[src/rtl/subtracao_serie.sv]
// ---------------------------------------------------------------------------
// subtracao_serie
//   Bit-serial 9-bit two's-complement subtractor driven by a push button.
//   A press of butSUB (asynchronous to clk) is synchronised, edge-detected
//   and starts one subtraction resSUB = sub1 - sub2. The subtraction is
//   done as sub1 + ~sub2 + 1, one bit per clock, LSB first, over 9 cycles.
//
// Ports
//   clk      in   system clock, all state changes on its rising edge
//   rst_n    in   asynchronous active-low reset
//   sub1     in   [8:0] minuend, two's complement
//   sub2     in   [8:0] subtrahend, two's complement
//   butSUB   in   subtract button, asynchronous level input
//   resSUB   out  [8:0] registered difference, held between operations
//   ovf      out  registered signed-overflow flag of the last result
//   ocupado  out  high while an operation is in progress (CALC and FIM)
//   pronto   out  one-cycle pulse when resSUB/ovf are updated
//
// Timing: for a start event in cycle N, resSUB/ovf/pronto are valid in
// cycle N+10 (one capture edge, nine serial bits, the result registers are
// loaded on the edge that enters FIM).
// ---------------------------------------------------------------------------
module subtracao_serie #(
  parameter int SYNC_STAGES = 2
) (
  input  logic       clk,
  input  logic       rst_n,
  input  logic [8:0] sub1,
  input  logic [8:0] sub2,
  input  logic       butSUB,
  output logic [8:0] resSUB,
  output logic       ovf,
  output logic       ocupado,
  output logic       pronto
);

  typedef enum logic [1:0] {
    IDLE = 2'd0,
    CALC = 2'd1,
    FIM  = 2'd2
  } state_t;

  // -------------------------------------------------------------------------
  // Button synchroniser, edge detector and post-reset arming
  // -------------------------------------------------------------------------
  logic [SYNC_STAGES-1:0] r_sync;
  logic                   r_sync_d;   // extra flop after the synchroniser
  logic [SYNC_STAGES:0]   r_fill;     // marks when r_sync holds real samples
  logic                   r_armed;    // button seen low since reset
  logic                   w_sync_last;
  logic                   w_start;

  assign w_sync_last = r_sync[SYNC_STAGES-1];

  // The chain is cleared to zero by reset, so a button already held high at
  // release would look like a rising edge. r_fill tracks when the chain has
  // been flushed with genuine samples; only a low level observed after that
  // arms the detector, so the first accepted start needs a fresh press.
  assign w_start = w_sync_last & ~r_sync_d & r_armed;

  generate
    if (SYNC_STAGES > 1) begin : g_sync_multi
      always_ff @(posedge clk or negedge rst_n) begin
        if (!rst_n) begin
          r_sync <= '0;
        end else begin
          r_sync <= {r_sync[SYNC_STAGES-2:0], butSUB};
        end
      end
    end else begin : g_sync_single
      always_ff @(posedge clk or negedge rst_n) begin
        if (!rst_n) begin
          r_sync <= '0;
        end else begin
          r_sync <= butSUB;
        end
      end
    end
  endgenerate

  always_ff @(posedge clk or negedge rst_n) begin
    if (!rst_n) begin
      r_sync_d <= 1'b0;
      r_fill   <= '0;
      r_armed  <= 1'b0;
    end else begin
      r_sync_d <= w_sync_last;
      r_fill   <= {r_fill[SYNC_STAGES-1:0], 1'b1};
      if (r_fill[SYNC_STAGES] && !w_sync_last) begin
        r_armed <= 1'b1;
      end
    end
  end

  // -------------------------------------------------------------------------
  // Serial datapath
  // -------------------------------------------------------------------------
  state_t     r_state;
  logic [8:0] r_a;
  logic [8:0] r_b;          // holds ~sub2; the +1 comes from the initial carry
  logic       r_carry;
  logic [3:0] r_cnt;
  logic [8:0] r_shift;
  logic       r_sign_a;     // sign of the captured minuend
  logic       r_sign_b;     // sign of the captured subtrahend
  logic [8:0] r_res;
  logic       r_ovf;
  logic       r_ocupado;
  logic       r_pronto;

  logic       w_bit;
  logic       w_carry;
  logic [8:0] w_shift_next;
  logic       w_ovf;

  assign w_bit        = r_a[0] ^ r_b[0] ^ r_carry;
  assign w_carry      = (r_a[0] & r_b[0]) | (r_a[0] & r_carry) | (r_b[0] & r_carry);
  assign w_shift_next = {w_bit, r_shift[8:1]};

  // Signed overflow of a - b: operands of different sign and a result whose
  // sign differs from the minuend. Uses the signs captured at start.
  assign w_ovf = (r_sign_a != r_sign_b) && (w_shift_next[8] != r_sign_a);

  always_ff @(posedge clk or negedge rst_n) begin
    if (!rst_n) begin
      r_state   <= IDLE;
      r_a       <= '0;
      r_b       <= '0;
      r_carry   <= 1'b0;
      r_cnt     <= '0;
      r_shift   <= '0;
      r_sign_a  <= 1'b0;
      r_sign_b  <= 1'b0;
      r_res     <= '0;
      r_ovf     <= 1'b0;
      r_ocupado <= 1'b0;
      r_pronto  <= 1'b0;
    end else begin
      case (r_state)
        IDLE: begin
          r_pronto <= 1'b0;
          if (w_start) begin
            r_a       <= sub1;
            r_b       <= ~sub2;
            r_sign_a  <= sub1[8];
            r_sign_b  <= sub2[8];
            r_carry   <= 1'b1;
            r_cnt     <= '0;
            r_shift   <= '0;
            r_ocupado <= 1'b1;
            r_state   <= CALC;
          end
        end

        CALC: begin
          r_shift <= w_shift_next;
          r_a     <= {1'b0, r_a[8:1]};
          r_b     <= {1'b0, r_b[8:1]};
          r_carry <= w_carry;
          r_cnt   <= r_cnt + 4'd1;
          // The last bit is folded straight into the output registers so
          // that they are already valid during the FIM cycle. The final
          // carry out is simply dropped.
          if (r_cnt == 4'd8) begin
            r_res    <= w_shift_next;
            r_ovf    <= w_ovf;
            r_pronto <= 1'b1;
            r_state  <= FIM;
          end
        end

        FIM: begin
          r_pronto  <= 1'b0;
          r_ocupado <= 1'b0;
          r_state   <= IDLE;
        end

        default: begin
          r_pronto  <= 1'b0;
          r_ocupado <= 1'b0;
          r_state   <= IDLE;
        end
      endcase
    end
  end

  assign resSUB  = r_res;
  assign ovf     = r_ovf;
  assign ocupado = r_ocupado;
  assign pronto  = r_pronto;

endmodule

[config.mk]
export PLATFORM = sky130hd
export DESIGN_NAME = subtracao_serie
export DESIGN_NICKNAME = d
export VERILOG_FILES = /design/src/rtl/subtracao_serie.sv
export SDC_FILE = /design/constraint.sdc
export NUM_CORES = 1
export LEC_CHECK = 0
export ABC_AREA = 1
export BUFFER_PORTS_ARGS = -buffer_cell sky130_fd_sc_hd__buf_4
export CORE_MARGIN = 1
export CORE_UTILIZATION = 35
export DETAILED_ROUTE_END_ITERATION = 8
export GPL_TIMING_DRIVEN = 0
export PLACE_DENSITY = 0.58
export SLEW_MARGIN = 20
export SYNTH_ARGS = -nofsm -noshare
export SYNTH_HDL_FRONTEND = slang
export SYNTH_SLANG_ARGS = --single-unit
[constraint.sdc]
create_clock -name clk -period 1.35 [get_ports clk]
set_clock_uncertainty 0.2 [all_clocks]
set_input_delay 0.2025 -clock clk [delete_from_list [all_inputs] [get_ports clk]]
set_output_delay 0.2025 -clock clk [all_outputs]
set_load 0.02 [all_outputs]
### After elaboration in Yosys (flattened, before gate mapping)

Index checks and enable logic that the tools add are counted.

* input port bits: 21
* register bits after elaboration: 55
* output and inout bits: 12

* equality and inequality tests: 6
* $add $sub $neg: 1
* mux-type cells: 16
* reduce and logical (&&, ||, !) cells: 10
* bitwise operators: 12

Operators with widths (count)
* 9-bit case mux with 2 select lines: 3
* 9-bit two-way mux: 3
* 2-bit AND reduction: 5
* 9-bit NOT: 1
* 4-bit case mux with 2 select lines: 1
* 1-bit bitwise AND: 5
* 4-bit by 1-bit adder with 4-bit output (second input constant): 1
* 4-bit == test (second input constant): 1
* 2-bit two-way mux: 2
* 4-bit two-way mux: 1
* 2-bit != test (second input constant): 2
* 1-bit case mux with 2 select lines: 2
* 2-bit case mux with 2 select lines: 1
* 1-bit two-way mux: 3
* 2-bit by 1-bit == test with 1-bit output (second input constant): 1
* 1-bit logical AND: 2
* 2-bit logical NOT: 1
* 1-bit != test: 2
* 1-bit NOT: 2
* 1-bit bitwise OR: 2
* 2-bit nonzero test: 1
* 1-bit bitwise XOR: 2
* 1-bit logical NOT: 1

### Longest topological paths before layout

Gate-level depths: netlist of the first run.

* word-level depth: 5
* depth in mapped cells: 8
* gate-level depth less buffers: 8

### Least setup slack after synthesis of the first run

OpenSTA, ideal clock, no wires.

* kind: reg-to-reg
* start point: register r_a[0]
* end point: register r_ovf, in the netlist ovf
* path slack: -141 ps
* data arrival time: 1226 ps
* clock period less this slack: 1491 ps
* stages on the path, launching flop included: 9
* path through: dfrtp_1 -> inv_1 -> fa_1 -> inv_1 -> nor2_1 -> nand2_1 -> nand2_1 -> nand2_1 -> nand2_1

* longest elaborated chain between the ends: 4

Ends and longest elaborated chain
* start: declaration: RTL line 99 `logic [8:0] r_a;`
* start signal: assignment: RTL line 143 `r_a <= sub1;`
* start signal: assignment: RTL line 157 `r_a <= {1'b0, r_a[8:1]};`
* 1-bit bitwise XOR (2 in series): RTL line 116 `assign w_bit = r_a[0] ^ r_b[0] ^ r_carry;`
* 1-bit != test: RTL line 122 `assign w_ovf = (r_sign_a != r_sign_b) && (w_shift_next[8] != r_sign_a);`
* 1-bit logical AND: RTL line 122
* end signal: assignment: RTL line 166 `r_ovf <= w_ovf;`
* end: declaration: RTL line 107 `logic r_ovf;`

No other way between the ends.
A chain may end at the register's enable or synchronous reset.

### Final worst setup path of the first run

Same ends and word-level chain as after synthesis.

==> reports/results.ini, run 1 <==
[status]
outcome = complete, but fails checks
violations = setup timing

[power_and_ir_drop]
cellInternalPower_mw = 4.17
clkPwrFrac = 0.140
power.total_mw = 7.00
sw_frac_of_total = 0.404
switching_power_mw = 2.83
comb_power_share = 0.485
seqPwrFrac = 0.375
pwr_density_cell_mw_per_mm2 = 2190
leakage_nw = 1.79
ir_drop_mv = 0.852

[global_route]
antenna_violations_before_repair = 0
grt.overflow.total = 0
wire_length_of_the_first_global_routing_pass_um = 9180
first_global_vias = 1987
grt_start_max_net_pins = 55
groute.usage.overall = 0.159

[drt]
final_antenna_net_count = 0
detailed_route_via_count = 2012
drt_first_iter_violations = 128
vias_per_cell = 4.57
drc = 0
first_pass_iters = 4
route.final.wire_length_um = 5020
routed_wire_length_per_instance_um = 11.4

[die]
dieWidth_um = 85.0
dieHeight_um = 85.0
placeableCoreArea_sq_mm = 0.00649
floorplan.initialDensity = 0.371
std_cell_rows = 29
pin_count = 33
dieArea_sq_mm = 0.00723

[worst_setup_path]
critical_path_required_ps = 1410
timing.critical_path.to_type = flop
setup.worst_path.start_class = flop
worstSetupPathType = flop to flop
timing.critical_path.fanout_max = 3
cp_data_arrival_time_ps = 1650

[placed_design]
place_inst = 402
finalWeightedCongestion = 0.752
portBuffers = 32
dp_hpwl_um = 3080

[synth]
cell_area_after_synthesis_sq_mm = 0.00241
asyncSetResetFlopFracSynth = 1.00
postSynthRegisterBits = 54
yosys.cell_count.top_type = nand2_1
mappedNetlistNets = 317
largest_cells_by_area_after_synthesis = dfrtp_1 56%, nand2_1 23%, nand3_1 7.1%
yosys_warnings = 0
synth_top_area_frac = 0.560
syn-mean-instance-area_sq_um = 8.23
synthDominantAreaCellType = dfrtp_1
seq_area_frac_synth = 0.560
number_of_enable_flip_flop_cells_after_synthesis = 0
synth_top_cells_by_count = 148 x nand2_1, 54 x dfrtp_1, 34 x nand3_1
mapped_cells = 293
postSynth.topFlopCell = dfrtp_1
unique_cell_type_count_in_the_yosys_netlist = 21

[timing]
fmax_ghz = 0.627
setup_slack_ps = -244
post-route-period-util = 1.18
setup_viol = 44
report.final.slew_viol_count = 0
finalCriticalPeriod_ps = 1590
final.hold.worst_slack_ps = 5.58
timing.setup.tns_ps = -3120
final-hold-violation-count = 0
max_transition_margin = 0.544
grt_setup_unrepaired = true
worst_slew_pin_slew_ps = 684

[clock_network]
numCtsBuffers = 5
clk_root_buffer_cell = clkbuf_8
clock-sinks = 54
path_clk_slew_ps = 100
htree_levels = 2
tritoncts = yes
ctsLongestPathBuffers = 2
clkLatencyLatePin_ps = 310

[job]
max-cap-violations = 0

[worst_hold_path]
hold_path_class = input port to flop

[layout]
num-nets-final = 386
post_route_cells_drive_above_1_share = 0.259
area_growth_syn_to_layout_pct = 32.6
post_layout_nonfiller_instances = 440
insertedDiodeCount = 0
fillCellCount = 638

## registers in the layout, summed over array words and instances, names as in the netlist
| signal | flops |
|---|---|
| r_armed | 1 |
| r_state | 2 |
| r_sync_d | 1 |
| r_carry | 1 |
| r_sign_b | 1 |
| r_sign_a | 1 |
| r_shift | 8 |
| r_b | 9 |
| pronto | 1 |
| resSUB | 9 |
| r_sync | 2 |
| ovf | 1 |
| ocupado | 1 |
| r_fill | 3 |
| r_a | 9 |
| r_cnt | 4 |
## worst max-delay path: stages, from the launching register on
cell     delay (ps)
dfrtp_1         370
inv_2            50
fa_1            600
inv_2            70
nor2_2           70
nand2_1          50
nand2_1          50
nand2_1          50
nand2_1          50
## kinds of logic after synthesis
kind of cell             Yosys count  share of synthesized area
AO/OA/AOI/OAI                      5                     0.0114
XOR/XNOR                           1                    0.00363
adder cells (fa/ha/maj)            3                     0.0187
buffers and inverters             36                     0.0737
flip-flops                        54                      0.560
other                              1                    0.00155
AND/OR/NAND/NOR                  193                      0.331
## stage by stage
step                       util  setup slack, ps  cell area (sq um)
after detailed placement  0.425             -300               2760
after floorplan               -             -141               2420
after global routing      0.492             -359               3200
after CTS                 0.484             -286               3140
after global placement    0.425             -287               2760
final                     0.492             -244               3200
## cells in the final DEF (no fill, tap or decap), drive strengths merged, types with 2 or more instances in the layout
cell type and instances:
buf 63, clkbuf 6, dfrtp 54, dlygate4sd3 12
ha 2, inv 24, nand2 150, nand3 35
nor2 7, o21ai 4
## worst paths after layout
check | from | end | slack (ps) | cells after the start
worst max-delay path | r_a[0]$_DFFE_PN0P_ | ovf$_DFFE_PN0P_ | -240 | 8
min in group asynchronous | rst_n | resSUB[7]$_DFFE_PN0P_ | 260 | 2
max in group asynchronous | rst_n | r_a[7]$_DFFE_PN0P_ | 220 | 2
worst min register to register | r_fill[1]$_DFF_PN0_ | r_fill[2]$_DFF_PN0_ | 160 | 0
worst min-delay path | sub2[2] | r_b[2]$_DFFE_PN0P_ | 6 | 6
worst max register to register | r_a[0]$_DFFE_PN0P_ | ovf$_DFFE_PN0P_ | -240 | 8
## per-layer routing
metal	share of wire	wire length, um	global-route usage
met3	0.034	173	0.0321
met2	0.48	2380	0.261
met4	0.011	54	0.0431
met5	0	0	0
met1	0.48	2410	0.215
## power groups by stage
stage	sequential, mW	clock (mW)	combinational (mW)
final	2.62	0.983	3.39
after floorplan	2.73	0	1.88
after detailed placement	2.64	0	2.79
after CTS	2.61	1.01	3.28
after global routing	2.71	1.08	3.90
after global placement	2.63	0	2.77
## layout make-up
class	count	area, sq um	share of cell area
Sequential cell	54	1350	0.423
Multi-Input combinational cell	203	947	0.296
Inverter	23	88.8	0.0278
Clock buffer	6	82.6	0.0258
Buffer	13	113	0.0352
Tap cell	77	96.3	0.0301
Timing Repair Buffer	62	503	0.157
Clock inverter	2	16.3	0.00509
## what timing repair did
item | CTS | global route
hold buffers | 12 | 0
pin swaps | 7 | 5
endpoints found under the setup margin | 40 | 47
hold endpoints to repair | 67 | 0
gates resized for setup | 23 | 9
setup buffers | 11 | 5
cloned | 2 | 0
No activity file was read; power rests on OpenSTA's default activity.
==> inputs of run 2 (changes only) <==
--- a/config.mk
+++ b/config.mk
@@ -8,10 +8,11 @@
 export ABC_AREA = 1
 export BUFFER_PORTS_ARGS = -buffer_cell sky130_fd_sc_hd__buf_4
 export CORE_MARGIN = 1
-export CORE_UTILIZATION = 35
+export CORE_UTILIZATION = 50
 export DETAILED_ROUTE_END_ITERATION = 8
 export GPL_TIMING_DRIVEN = 0
-export PLACE_DENSITY = 0.58
+export PLACE_DENSITY = 0.77
+export REMOVE_ABC_BUFFERS = 1
 export SLEW_MARGIN = 20
 export SYNTH_ARGS = -nofsm -noshare
 export SYNTH_HDL_FRONTEND = slang
==> reports/results.ini, run 2 (same netlist as run 1, synthesis figures left out) <==
[clock_network]
clkLatencyLatePin_ps = 310  ; about the same
clk_root_buffer_cell = clkbuf_8
tritoncts = yes
htree_levels = 2  ; unchanged
ctsLongestPathBuffers = 2  ; unchanged
clock-sinks = 54  ; unchanged
path_clk_slew_ps = 90  ; about the same
numCtsBuffers = 5  ; unchanged

[die]
dieArea_sq_mm = 0.00511  ; -29%
floorplan.initialDensity = 0.536  ; +0.164
dieHeight_um = 71.5  ; -16%
placeableCoreArea_sq_mm = 0.00450  ; -31%
std_cell_rows = 24  ; -17%
pin_count = 33  ; unchanged
dieWidth_um = 71.5  ; -16%

[worst_setup_path]
timing.critical_path.slowest_stage_cell = fa_1
r2r_slack_ps = -380  ; -140 ps
worstSetupPathType = flop to flop
r2r-start = r_carry$_DFFE_PN0P_
cp_data_arrival_time_ps = 1780  ; +130 ps
critical_path_required_ps = 1400  ; about the same
timing.critical_path.fanout_max = 3  ; unchanged
timing.critical_path.to_type = flop
crit_chain = inv_2, fa_1, inv_2, nor2_2, nand2_1, nand2_1, nand2_1, nand2_1
crit_path_frequent_cell = nand2_1
setup.worst_path.start_class = flop
timing.reg2reg.worst_path_depth = 8  ; unchanged
cp_slowest_stage_delay_ps = 600  ; about the same
reg2reg_to = ovf$_DFFE_PN0P_

[placed_design]
dp_area_sq_mm = 0.00263  ; -4.9%
finalWeightedCongestion = 0.774  ; +3.0%
portBuffers = 32  ; unchanged
dp_hpwl_um = 2460  ; -20%

[power_and_ir_drop]
leakage_nw = 1.91  ; +6.7%
ir_drop_mv = 0.979  ; +15%
cellInternalPower_mw = 4.64  ; +11%
switching_power_mw = 3.85  ; +36%
pwr_density_cell_mw_per_mm2 = 2330  ; +6.3%
clkPwrFrac = 0.105  ; -0.035
seqPwrFrac = 0.326  ; -0.049
comb_power_share = 0.569  ; +0.084
sw_frac_of_total = 0.454  ; +0.0494

[layout]
post_route_cells_drive_above_1_share = 0.426  ; +0.167
area_growth_syn_to_layout_pct = 51.2
layout_commonest_cell = nand2_1
num-nets-final = 391  ; +1.3%
mostFrequentLayoutCells = 110 x nand2_1, 52 x dfrtp_1, 41 x buf_4, 28 x nand2_2, 20 x nand3_1
design_area_sq_mm = 0.00365  ; +14%
insertedDiodeCount = 0  ; unchanged

[timing]
final.hold.worst_slack_ps = 14.0  ; +8.41 ps
worst_slew_pin_slew_ps = 677  ; -7.15 ps
grt_setup_unrepaired = true
max_transition_margin = 0.549  ; +0.00477
fmax_ghz = 0.577  ; -8.1%
final-hold-violation-count = 0  ; unchanged
report.final.slew_viol_count = 0  ; unchanged
post-route-period-util = 1.28  ; +0.104
setup_viol = 46  ; +4.5%
setup_slack_ps = -384  ; -140 ps
finalCriticalPeriod_ps = 1730  ; +140 ps

[drt]
routed_wire_length_per_instance_um = 17.6  ; +54%
final_antenna_net_count = 0  ; unchanged
first_pass_iters = 5  ; +1
detailed_route_via_count = 2331  ; +16%
drt_first_iter_violations = 150  ; +17%
drc = 0  ; unchanged
route.final.wire_length_um = 7360  ; +47%
vias_per_cell = 5.58  ; +22%

[worst_hold_path]
timing.hold.worst.start = sub2[5]
hold_path_end = r_b[5]$_DFFE_PN0P_
hold_path_class = input port to flop
worst_hold_path.num_cells = 6  ; unchanged

[global_route]
grt_start_max_net_pins = 55  ; unchanged
antenna_violations_before_repair = 0  ; unchanged
first_global_vias = 2219  ; +12%
groute.usage.overall = 0.266  ; +0.107
grt.overflow.total = 0  ; unchanged
wire_length_of_the_first_global_routing_pass_um = 10200  ; +11%

[status]
outcome = complete, but fails checks
violations = setup timing

[job]
max-cap-violations = 0  ; unchanged

run 2: changes by cell type in the layout (fill, tap and decap cells not counted), moves of 6 or more:
cell,delta
nand2_4,+9
nand3_2,+14
nand2_2,+22
buf_4,-11
nand2_8,+6
nand3_1,-14
nand2_1,-31
run 2: critical path, delay by kind of cell (launching register included):
family | cells | cell delay (ps)
simple gates | 5 | 300
buf+inv | 2 | 140
fa+ha+maj | 1 | 600
flops | 1 | 420
run 2: metal layers:
layer	vias up	GRT usage	part of all wire
met2	115	0.483	0.53
met1	1124	0.307	0.37
li1	1064	-	-
met4	0	0.124	0.038
met5	-	0	0
met3	28	0.0436	0.062
run 2: worst max path at each step:
| stage | startpoint | endpoint | slack, ps | cells past startpoint |
|---|---|---|---|---|
| floorplan | r_state[1]$_DFFE_PN0P_ | ovf$_DFFE_PN0P_ | -590 | 5 |
| finish | r_carry$_DFFE_PN0P_ | ovf$_DFFE_PN0P_ | -380 | 8 |
| global route | r_carry$_DFFE_PN0P_ | ovf$_DFFE_PN0P_ | -460 | 8 |
| CTS | r_carry$_DFFE_PN0P_ | ovf$_DFFE_PN0P_ | -240 | 8 |
| global placement | r_state[1]$_DFFE_PN0P_ | resSUB[7]$_DFFE_PN0P_ | -1150 | 5 |
| detailed placement | r_state[1]$_DFFE_PN0P_ | resSUB[2]$_DFFE_PN0P_ | -1170 | 5 |
run 2: cell type report:
cell class | instances | area, sq um
well taps | 52 | 65.1
repair inverters | 1 | 6.26
flip-flops and latches | 54 | 1350
fillers | 254 | 856
inverters | 23 | 101
multi-input cells | 214 | 1370
repair buffers | 68 | 672
clock buffers | 6 | 82.6
run 2: power by group through the flow:
stage / sequential, mW / combinational (mW) / clock, mW
after floorplan: 2.73 / 1.62 / 0
after global placement: 2.61 / 2.42 / 0
after detailed placement: 2.63 / 2.46 / 0
after CTS: 2.63 / 3.72 / 0.900
after global routing: 2.82 / 5.17 / 0.968
final: 2.77 / 4.83 / 0.892
run 2: metrics by stage:
stage | setup WS [ps] | TNS, ps | util | instances | total power, mW
2_1_floorplan | -593 | -11320 | - | 280 | 4.35
3_3_place_gp | -1150 | -28840 | 0.583 | 364 | 5.02
3_5_place_dp | -1170 | -28410 | 0.583 | 364 | 5.09
4_1_cts | -241 | -2020 | 0.738 | 411 | 7.24
5_1_grt | -462 | -7840 | 0.810 | 418 | 8.96
6_report | -384 | -6010 | 0.810 | 418 | 8.49
run 2: timing repair:
action,in CTS,in global routing
endpoints found under the setup margin,46,46
endpoints found under the hold margin,63,0
resized for setup,55,71
hold buffers,8,0
cloned,10,4
pin swaps,16,33
setup buffers,24,6
==> inputs of run 3 (changes only) <==
--- a/config.mk
+++ b/config.mk
@@ -13,6 +13,7 @@
 export GPL_TIMING_DRIVEN = 0
 export PLACE_DENSITY = 0.77
 export REMOVE_ABC_BUFFERS = 1
+export SETUP_SLACK_MARGIN = 0.02
 export SLEW_MARGIN = 20
 export SYNTH_ARGS = -nofsm -noshare
 export SYNTH_HDL_FRONTEND = slang
==> reports/results.ini, run 3 (same netlist as run 1, synthesis figures left out) <==
[clock_network]
clock-sinks = 54  ; unchanged
numCtsBuffers = 5  ; unchanged
clk_root_buffer_cell = clkbuf_8
htree_levels = 2  ; unchanged
ctsLongestPathBuffers = 2  ; unchanged
clkLatencyLatePin_ps = 310  ; about the same
path_clk_slew_ps = 90  ; about the same
tritoncts = yes

[global_route]
groute.usage.overall = 0.280  ; +0.0142
grt.overflow.total = 0  ; unchanged
antenna_violations_before_repair = 0  ; unchanged
first_global_vias = 2294  ; +3.4%
wire_length_of_the_first_global_routing_pass_um = 10700  ; +4.9%
grt_start_max_net_pins = 55  ; unchanged

[timing]
finalCriticalPeriod_ps = 1660  ; -70.3 ps
max_transition_margin = 0.547  ; -0.00129
fmax_ghz = 0.601  ; +4.2%
worst_slew_pin_slew_ps = 679  ; +1.93 ps
post-route-period-util = 1.23  ; -0.0520
setup_slack_ps = -314  ; +70.3 ps
report.final.slew_viol_count = 0  ; unchanged
grt_setup_unrepaired = true
final-hold-violation-count = 0  ; unchanged
timing.setup.tns_ps = -7040  ; -1030 ps
setup_viol = 46  ; unchanged

[worst_setup_path]
worstSetupPathType = flop to flop
crit_path_frequent_cell = nand2_1
crit_path_start = r_a[0]$_DFFE_PN0P_
timing.reg2reg.worst_path_depth = 7  ; -1
r2r-start = r_a[0]$_DFFE_PN0P_
critical-path-top-delay-family = adder cells
cp_data_arrival_time_ps = 1670  ; -110 ps
crit_chain = inv_2, fa_1, inv_2, nand3_1, nand2_1, nand2_1, nand2_1
setup.worst_path.start_class = flop
cp_slowest_stage_delay_ps = 590  ; about the same
timing.critical_path.slowest_stage_cell = fa_1
path_length_in_cells_of_the_critical_path = 7  ; -1
reg2reg_to = ovf$_DFFE_PN0P_
timing.critical_path.fanout_max = 3  ; unchanged
timing.critical_path.to_type = flop
r2r_slack_ps = -310  ; +70 ps
critical_path_required_ps = 1360  ; -40 ps
cp_num_buf_inv = 2  ; unchanged

[layout]
layout_commonest_cell = nand2_1
area_growth_syn_to_layout_pct = 54.1
num-nets-final = 391  ; unchanged
post_route_cells_drive_above_1_share = 0.459  ; +0.0328
combined_area_of_the_multi_input_logic_cells_sq_mm = 0.00144  ; +5.5%
regArea_sq_mm = 0.00135  ; unchanged
insertedDiodeCount = 0  ; unchanged
fillCellCount = 241  ; -5.1%
mostFrequentLayoutCells = 98 x nand2_1, 52 x dfrtp_1, 39 x buf_4, 35 x nand2_2, 20 x nand3_1
utilization = 0.826  ; +0.0156

[status]
violations = setup timing
outcome = complete, but fails checks

[die]
placeableCoreArea_sq_mm = 0.00450  ; unchanged
dieHeight_um = 71.5  ; unchanged
floorplan.initialDensity = 0.536  ; unchanged
std_cell_rows = 24  ; unchanged
dieArea_sq_mm = 0.00511  ; unchanged
dieWidth_um = 71.5  ; unchanged
pin_count = 33  ; unchanged

[drt]
drt_first_iter_violations = 230  ; +53%
drc = 0  ; unchanged
routed_wire_length_per_instance_um = 18.3  ; +4.0%
detailed_route_via_count = 2374  ; +1.8%
first_pass_iters = 4  ; -1
vias_per_cell = 5.68  ; +1.8%
final_antenna_net_count = 0  ; unchanged
route.final.wire_length_um = 7650  ; +4.0%

[power_and_ir_drop]
leakage_nw = 1.95  ; +1.7%
power.total_mw = 8.73  ; +2.9%
pwr_density_cell_mw_per_mm2 = 2350  ; +0.99%
ir_drop_mv = 1.12  ; +15%

[placed_design]
finalWeightedCongestion = 0.774  ; unchanged
place_worst_setup_slack_ps = -1170  ; unchanged
portBuffers = 32  ; unchanged
dp_hpwl_um = 2460  ; unchanged

[worst_hold_path]
hold_path_end = r_a[4]$_DFFE_PN0P_
worst_hold_path.num_cells = 5  ; -1
timing.hold.worst.start = sub1[4]
hold_path_class = input port to flop

[job]
max-cap-violations = 0  ; unchanged

-- run 3: cell types whose count changed in the layout (fill, tap and decap cells not counted), moves of 2 or more --
cell	previous run	this run
inv_4	1	3
buf_12	4	6
nand2_2	28	35
nand2_1	110	98
buf_4	41	39
nand2_4	12	17
-- run 3: final cells by class --
cell class	instances	area share
multi-input cells	215	0.388
flip-flops and latches	54	0.364
repair buffers	67	0.180
inverters	23	0.0269
clock buffers	6	0.0222
well taps	52	0.0175
repair inverters	1	0.00168
-- run 3: worst register-to-register path, delay by kind of cell, from the launching register on --
| kind | cells | cell delay, ps |
|---|---|---|
| fa+ha+maj | 1 | 590 |
| flops | 1 | 370 |
| simple gates | 4 | 280 |
| buf+inv | 2 | 130 |
-- run 3: layer usage --
layer  global-route usage  up-vias  share of wire
met5                    0        -              0
met4                0.157        0          0.056
met3               0.0520       48          0.086
met2                0.474      142           0.51
met1                0.339     1117           0.35
li1                     -     1067              -
-- run 3: power by group --
group	total, mW	leakage [nW]	internal, mW	switching [mW]
logic	5.02	1.23	2.04	2.98
registers	2.82	0.677	2.23	0.589
clock network	0.890	0.0431	0.397	0.494
-- run 3: metrics by stage --
| step | area, sq um | hold WS [ps] | std cells |
|---|---|---|---|
| 2_1_floorplan | 2320 | -293 | 280 |
| 3_3_place_gp | 2630 | 82.2 | 364 |
| 3_5_place_dp | 2630 | 86.3 | 364 |
| 4_1_cts | 3400 | 1.53 | 414 |
| 5_1_grt | 3720 | 19.9 | 418 |
| 6_report | 3720 | 14.4 | 418 |
-- run 3: how the worst max path moves through the flow --
stage / endpoint / slack, ps
2_1_floorplan: ovf$_DFFE_PN0P_ / -590
3_3_place_gp: resSUB[7]$_DFFE_PN0P_ / -1150
3_5_place_dp: resSUB[2]$_DFFE_PN0P_ / -1170
4_1_cts: ovf$_DFFE_PN0P_ / -240
5_1_grt: ovf$_DFFE_PN0P_ / -380
6_report: ovf$_DFFE_PN0P_ / -310
-- run 3: repair_timing --
item / in CTS / in global routing
setup endpoints to repair: 46 / 46
cloned: 12 / 3
hold buffers: 8 / 0
resized for setup: 65 / 82
pin swaps: 19 / 32
endpoints found under the hold margin: 63 / 0
setup buffers: 25 / 6
